`config.mk`:
```
export PLATFORM = sky130hd
export DESIGN_NAME = ex_mem_redirect_controller_flat
export DESIGN_NICKNAME = d
export VERILOG_FILES = /design/src/rtl/ex_mem_redirect_controller_if.sv /design/src/rtl/ex_mem_redirect_controller.sv /design/src/flat_wrapper.sv
export SDC_FILE = /design/constraint.sdc
export NUM_CORES = 1
export LEC_CHECK = 0
export CAP_MARGIN = 20
export CORE_MARGIN = 5
export CORE_UTILIZATION = 37
export DETAILED_ROUTE_END_ITERATION = 8
export MAX_ROUTING_LAYER = met4
export PLACE_DENSITY_LB_ADDON = 0.12
export SKIP_CTS_REPAIR_TIMING = 1
export SYNTH_ARGS = -nofsm -noshare
export SYNTH_HDL_FRONTEND = slang
export SYNTH_SLANG_ARGS = --single-unit
```
`constraint.sdc`:
```
create_clock -name CLK -period 4.5 [get_ports CLK]
set_clock_uncertainty 0.05 [all_clocks]
set_input_delay 0.675 -clock CLK [delete_from_list [all_inputs] [get_ports CLK]]
set_output_delay 0.675 -clock CLK [all_outputs]
set_load 0.03 [all_outputs]
```
`src/rtl/ex_mem_redirect_controller_if.sv`:
```
// ex_mem_redirect_controller_if
// Bundles the EX/MEM control fields entering the redirect controller with the
// redirect/flush return path heading back toward the front of the pipeline.
// The master side is the pipeline (EX/MEM register plus IF); the slave side
// is the redirect controller itself.
interface ex_mem_redirect_controller_if #(
  parameter int PC_W = 32
);
  logic            in_valid;
  logic [PC_W-1:0] jump_pc;
  logic            force_jump;
  logic            branch;
  logic [2:0]      func3;
  logic            alu_zero;
  logic            alu_lt;
  logic            alu_ltu;
  logic            redirect_ready;

  logic            redirect_valid;
  logic [PC_W-1:0] redirect_pc;
  logic            flush_if_id;
  logic            flush_id_ex;
  logic            flush_ex_mem;
  logic            misalign_err;
  logic [31:0]     redirect_count;
  logic [31:0]     branch_count;

  modport master (
    output in_valid, jump_pc, force_jump, branch, func3,
           alu_zero, alu_lt, alu_ltu, redirect_ready,
    input  redirect_valid, redirect_pc, flush_if_id, flush_id_ex,
           flush_ex_mem, misalign_err, redirect_count, branch_count
  );

  modport slave (
    input  in_valid, jump_pc, force_jump, branch, func3,
           alu_zero, alu_lt, alu_ltu, redirect_ready,
    output redirect_valid, redirect_pc, flush_if_id, flush_id_ex,
           flush_ex_mem, misalign_err, redirect_count, branch_count
  );
endinterface

```
`src/rtl/ex_mem_redirect_controller.sv`:
```
// ex_mem_redirect_controller
// Resolves branches and jumps in MEM and issues a registered PC redirect to IF
// over a valid/ready handshake, squashing IF/ID, ID/EX and EX/MEM until the
// wrong-path instructions have drained.
// Optional statistics counters are built only when REDIRECT_STATS_EN is
// defined; otherwise branch_count/redirect_count are tied to zero.
module ex_mem_redirect_controller #(
  parameter int PC_W          = 32,
  parameter int SHADOW_CYCLES = 2
) (
  input  logic                          CLK,
  input  logic                          RESET_N,
  ex_mem_redirect_controller_if.slave   bus
);

  // The shadow counter only ever holds values up to SHADOW_CYCLES-1.
  localparam int CNT_W = (SHADOW_CYCLES > 1) ? $clog2(SHADOW_CYCLES) : 1;
  localparam logic [CNT_W-1:0] SHADOW_LOAD = CNT_W'(SHADOW_CYCLES - 1);

  typedef enum logic [1:0] {
    IDLE   = 2'd0,
    HOLD   = 2'd1,
    SHADOW = 2'd2
  } state_t;

  state_t           state_q, state_d;
  logic [PC_W-1:0]  redirect_pc_q, redirect_pc_d;
  logic             redirect_valid_q, redirect_valid_d;
  logic             flush_q, flush_d;
  logic             misalign_q, misalign_d;
  logic [CNT_W-1:0] shadow_cnt_q, shadow_cnt_d;

  logic cond;
  logic taken;
  logic aligned;
  logic handshake;

  // Branch condition selected by func3; 010/011 are never taken.
  always_comb begin
    cond = 1'b0;
    case (bus.func3)
      3'b000:  cond = bus.alu_zero;
      3'b001:  cond = ~bus.alu_zero;
      3'b100:  cond = bus.alu_lt;
      3'b101:  cond = ~bus.alu_lt;
      3'b110:  cond = bus.alu_ltu;
      3'b111:  cond = ~bus.alu_ltu;
      default: cond = 1'b0;
    endcase
  end

  assign taken     = bus.in_valid & (bus.force_jump | (bus.branch & cond));
  assign aligned   = (bus.jump_pc[1:0] == 2'b00);
  assign handshake = redirect_valid_q & bus.redirect_ready;

  // Next-state and output logic: EX/MEM inputs only matter while IDLE, since
  // anything arriving during HOLD or SHADOW is wrong-path.
  always_comb begin
    state_d          = state_q;
    redirect_pc_d    = redirect_pc_q;
    redirect_valid_d = redirect_valid_q;
    flush_d          = flush_q;
    misalign_d       = 1'b0;
    shadow_cnt_d     = shadow_cnt_q;
    case (state_q)
      IDLE: begin
        flush_d = 1'b0;
        if (taken) begin
          if (aligned) begin
            redirect_pc_d    = bus.jump_pc;
            redirect_valid_d = 1'b1;
            flush_d          = 1'b1;
            state_d          = HOLD;
          end else begin
            misalign_d = 1'b1;
          end
        end
      end
      HOLD: begin
        flush_d = 1'b1;
        if (handshake) begin
          redirect_valid_d = 1'b0;
          shadow_cnt_d     = SHADOW_LOAD;
          state_d          = SHADOW;
        end
      end
      SHADOW: begin
        if (shadow_cnt_q == '0) begin
          flush_d = 1'b0;
          state_d = IDLE;
        end else begin
          flush_d      = 1'b1;
          shadow_cnt_d = shadow_cnt_q - 1'b1;
        end
      end
      default: begin
        redirect_valid_d = 1'b0;
        flush_d          = 1'b0;
        state_d          = IDLE;
      end
    endcase
  end

  // State and registered outputs; reset aborts any redirect in flight at once.
  always_ff @(posedge CLK or negedge RESET_N) begin
    if (!RESET_N) begin
      state_q          <= IDLE;
      redirect_pc_q    <= '0;
      redirect_valid_q <= 1'b0;
      flush_q          <= 1'b0;
      misalign_q       <= 1'b0;
      shadow_cnt_q     <= '0;
    end else begin
      state_q          <= state_d;
      redirect_pc_q    <= redirect_pc_d;
      redirect_valid_q <= redirect_valid_d;
      flush_q          <= flush_d;
      misalign_q       <= misalign_d;
      shadow_cnt_q     <= shadow_cnt_d;
    end
  end

  assign bus.redirect_valid = redirect_valid_q;
  assign bus.redirect_pc    = redirect_pc_q;
  assign bus.flush_if_id    = flush_q;
  assign bus.flush_id_ex    = flush_q;
  assign bus.flush_ex_mem   = flush_q;
  assign bus.misalign_err   = misalign_q;

`ifdef REDIRECT_STATS_EN
  logic [31:0] branch_count_q, branch_count_d;
  logic [31:0] redirect_count_q, redirect_count_d;

  // Statistics: branches evaluated in IDLE and completed redirect handshakes.
  always_comb begin
    branch_count_d   = branch_count_q;
    redirect_count_d = redirect_count_q;
    if ((state_q == IDLE) && bus.in_valid && bus.branch) begin
      branch_count_d = branch_count_q + 32'd1;
    end
    if (handshake) begin
      redirect_count_d = redirect_count_q + 32'd1;
    end
  end

  // Counter registers, wrapping naturally modulo 2^32.
  always_ff @(posedge CLK or negedge RESET_N) begin
    if (!RESET_N) begin
      branch_count_q   <= '0;
      redirect_count_q <= '0;
    end else begin
      branch_count_q   <= branch_count_d;
      redirect_count_q <= redirect_count_d;
    end
  end

  assign bus.branch_count   = branch_count_q;
  assign bus.redirect_count = redirect_count_q;
`else
  assign bus.branch_count   = 32'd0;
  assign bus.redirect_count = 32'd0;
`endif

endmodule
```
`src/flat_wrapper.sv`:
```
// flat-port wrapper written by rule: the top's interface ports become plain ports
module ex_mem_redirect_controller_flat 
#(
  parameter int PC_W          = 32,
  parameter int SHADOW_CYCLES = 2
)
  (CLK, RESET_N, bus_in_valid, bus_jump_pc, bus_force_jump, bus_branch, bus_func3, bus_alu_zero, bus_alu_lt, bus_alu_ltu, bus_redirect_ready, bus_redirect_valid, bus_redirect_pc, bus_flush_if_id, bus_flush_id_ex, bus_flush_ex_mem, bus_misalign_err, bus_redirect_count, bus_branch_count);
  ex_mem_redirect_controller_if #(.PC_W(PC_W)) bus_i ();
  input  logic CLK;
  input  logic RESET_N;
  input wire logic [$bits(bus_i.in_valid)-1:0] bus_in_valid;
  input wire logic [$bits(bus_i.jump_pc)-1:0] bus_jump_pc;
  input wire logic [$bits(bus_i.force_jump)-1:0] bus_force_jump;
  input wire logic [$bits(bus_i.branch)-1:0] bus_branch;
  input wire logic [$bits(bus_i.func3)-1:0] bus_func3;
  input wire logic [$bits(bus_i.alu_zero)-1:0] bus_alu_zero;
  input wire logic [$bits(bus_i.alu_lt)-1:0] bus_alu_lt;
  input wire logic [$bits(bus_i.alu_ltu)-1:0] bus_alu_ltu;
  input wire logic [$bits(bus_i.redirect_ready)-1:0] bus_redirect_ready;
  output wire logic [$bits(bus_i.redirect_valid)-1:0] bus_redirect_valid;
  output wire logic [$bits(bus_i.redirect_pc)-1:0] bus_redirect_pc;
  output wire logic [$bits(bus_i.flush_if_id)-1:0] bus_flush_if_id;
  output wire logic [$bits(bus_i.flush_id_ex)-1:0] bus_flush_id_ex;
  output wire logic [$bits(bus_i.flush_ex_mem)-1:0] bus_flush_ex_mem;
  output wire logic [$bits(bus_i.misalign_err)-1:0] bus_misalign_err;
  output wire logic [$bits(bus_i.redirect_count)-1:0] bus_redirect_count;
  output wire logic [$bits(bus_i.branch_count)-1:0] bus_branch_count;
  assign bus_i.in_valid = bus_in_valid;
  assign bus_i.jump_pc = bus_jump_pc;
  assign bus_i.force_jump = bus_force_jump;
  assign bus_i.branch = bus_branch;
  assign bus_i.func3 = bus_func3;
  assign bus_i.alu_zero = bus_alu_zero;
  assign bus_i.alu_lt = bus_alu_lt;
  assign bus_i.alu_ltu = bus_alu_ltu;
  assign bus_i.redirect_ready = bus_redirect_ready;
  assign bus_redirect_valid = bus_i.redirect_valid;
  assign bus_redirect_pc = bus_i.redirect_pc;
  assign bus_flush_if_id = bus_i.flush_if_id;
  assign bus_flush_id_ex = bus_i.flush_id_ex;
  assign bus_flush_ex_mem = bus_i.flush_ex_mem;
  assign bus_misalign_err = bus_i.misalign_err;
  assign bus_redirect_count = bus_i.redirect_count;
  assign bus_branch_count = bus_i.branch_count;
  ex_mem_redirect_controller #(.PC_W(PC_W), .SHADOW_CYCLES(SHADOW_CYCLES)) u_core (.CLK(CLK), .RESET_N(RESET_N), .bus(bus_i));
endmodule
```
==> impl_metrics.json <==
{
  "status": "finished, final reports clean",
  "syn_avg_cell_area_sq_um": 11.89,
  "path_clk_slew_ns": 0.08,
  "dieArea_sq_um": 6966,
  "dpl_cell_area_sq_um": 2603,
  "slew_headroom_pct": 44.81,
  "clockBufferDepth": 2,
  "gp_congestion": 0.6482,
  "track_usage_pct": 11.44,
  "reg2reg_to": "u_core.bus.redirect_pc[29]",
  "cts_sinks": 38,
  "startpoint_type": "input pin",
  "fin_tns_setup_ns": 0,
  "hold_violations": 0,
  "startpoint": "bus_func3[2]",
  "core_sq_um": 5172,
  "grt_pass1_vias": 1251,
  "required_ns": 4.62,
  "antenna_found_initial": 0,
  "vias_per_cell": 3.845,
  "drt_wl_total_um": 3890,
  "use_met1_pct": 12.50,
  "areaGrowthSynthToFinish_pct": 35.78,
  "grt_start_max_net_pins": 39,
  "use_met2_pct": 19.46,
  "yosysSeqAreaShare_pct": 47.62,
  "rows": 26,
  "worstSetupPathType": "input pin to flip-flop",
  "finalCritPeriodShare_pct": 62.46,
  "die_x_um": 83.47,
  "r2r_slack_ns": 2.42,
  "arrival_ns": 2.93,
  "initial_core_util_pct": 38.61,
  "n_antenna_cell": 0,
  "num_vias": 1238,
  "fin_nets": 295,
  "busiest_layer": "met2",
  "ys_ff_latch": 38,
  "synth_area_sq_um": 1997,
  "mostFrequentLayoutCell": "clkdlybuf4s50_1",
  "p_leak_nw": 1.264,
  "avgRoutedWirePerCell_um": 12.08,
  "fmax_ghz": 0.3558,
  "hpwlAfterDp_um": 3093,
  "grt_setup_unrepaired": "false",
  "cp_slowest_cell": "a31oi_4",
  "grt_remaining_overflow": 0,
  "cts_tree": "yes",
  "period_minus_slack_ns": 2.811,
  "reg2reg_depth": 6,
  "finalInstanceArea_sq_um": 2711,
  "ir_drop_v": 0.0003114,
  "power_density_nw_per_um2": 662.3,
  "drtIter0Drc": 30,
  "yosys_warnings": 0,
  "crit_family": "buffers and inverters",
  "multi_input_area_sq_um": 745.7,
  "firstDrtPassIters": 2,
  "grt_pass1_wl_um": 6182,
  "io_buffers": 80,
  "worstSetupEndpointType": "flip-flop",
  "crit_buf_inv": 2,
  "io_pins": 145,
  "synth_cells": 168,
  "cts_root_buf": "clkbuf_8",
  "layout-drive-gt1-share_pct": 17.06,
  "critPathMaxFanout": 22,
  "reg2reg_from": "u_core.state_q[1]",
  "crit_path_cell_trace": "clkdlybuf4s50_1 -> mux2i_1 -> xor2_1 -> o21ai_2 -> a31oi_4 -> buf_4 -> mux2_2",
  "seq_area_sq_um": 950.9,
  "critPathMaxStageDelay_ns": 0.61,
  "htree_levels": 2,
  "hp-class": "input pin to asynchronous set/reset pin",
  "dieHeight_um": 83.47,
  "final_cell_mix": "79 x clkdlybuf4s50_1, 64 x conb_1, 38 x dfrtp_1",
  "final_antenna_net_count": 0,
  "fin_hold_ws_ns": 0.4369,
  "drv_slew": 0,
  "worstMarginPinSlew_ns": 0.8278,
  "fillers": 484,
  "setup_viol": 0,
  "use_met3_pct": 3.060,
  "cts_made_buffers": 5,
  "drv_cap": 0,
  "drc": 0,
  "worstSkewPairLatency_ns": 0.28,
  "synth_cell_types": 19
}
==> synth_stat cells (all sizes together) <==
cell type / instances / area, sq um
a21oi: 1 / 5.000
a31oi: 1 / 21.27
and2: 2 / 12.51
buf: 69 / 529.3
conb: 1 / 3.750
dfrtp: 38 / 950.9
inv: 2 / 7.510
mux2: 30 / 337.8
mux2i: 1 / 10.01
nand2: 5 / 18.77
nand2b: 1 / 6.260
nand3: 2 / 10.01
nand3b: 1 / 7.510
nor2: 4 / 15.01
nor3: 2 / 10.01
o21ai: 6 / 33.78
xor2: 2 / 17.52
==> layout make-up <==
type | count | share of cell area [%]
clock buffers | 5 | 2.538
clock inverters | 3 | 1.477
inverters | 2 | 0.2769
multi-input cells | 122 | 27.50
repair buffers | 82 | 29.90
flip-flops and latches | 38 | 35.07
well taps | 70 | 3.230
==> through the flow <==
step           setup WS [ns]  std cells  utilization (%)  total power (W)
5_1_grt                1.528        322            52.42         0.001897
3_5_place_dp           1.322        314            50.31         0.001536
2_1_floorplan          2.387        231                -         0.001191
6_report               1.689        322            52.42         0.001796
3_3_place_gp           1.365        314            50.31         0.001527
4_1_cts                1.634        322            52.42         0.001824
==> worst register-to-register path, cell delays in order, from the launching register on <==
cell     delay, ns
dfrtp_1       0.42
nor2_1        0.06
nand2_1       0.10
nor3_1        0.08
a31oi_4       0.59
buf_4         0.31
mux2_2        0.35
==> cells by family (layout without fill, tap and decap cells) <==
family | Yosys count | in the layout | synth area share [%]
buf+inv | 71 | 92 | 26.88
flops | 38 | 38 | 47.62
mux | 31 | 31 | 17.42
simple gates | 17 | 17 | 4.010
compound gates | 8 | 8 | 3.007
xor+xnor | 2 | 2 | 0.8774
other cells | 1 | 64 | 0.1878
==> registers in the layout, indices dropped and copies added (netlist names) <==
signal                     flops
u_core.bus.flush_ex_mem        1
u_core.bus.misalign_err        1
u_core.bus.redirect_pc        32
u_core.bus.redirect_valid      1
u_core.shadow_cnt_q            1
u_core.state_q                 2
==> per-layer routing <==
layer / up-vias / part of all wire, %
li1: 583 / -
met1: 572 / 39
met2: 79 / 50
met3: 4 / 11
met4: 0 / 1.1
met5: - / 0
==> how the worst max path moves through the flow <==
stage                            endpoint  slack, ns  depth (start not counted)
6_report       u_core.bus.redirect_pc[29]       1.69                          7
5_1_grt        u_core.bus.redirect_pc[30]       1.53                          7
4_1_cts        u_core.bus.redirect_pc[30]       1.63                          7
3_5_place_dp   u_core.bus.redirect_pc[30]       1.32                          7
3_3_place_gp   u_core.bus.redirect_pc[22]       1.37                          7
2_1_floorplan  u_core.bus.redirect_pc[16]       2.39                          6
==> power breakdown <==
group          internal, W  switching (W)
logic             0.000411       0.000530
clock network     0.000163       0.000117
registers         0.000498      0.0000769
No activity file was read; power rests on OpenSTA's default activity.
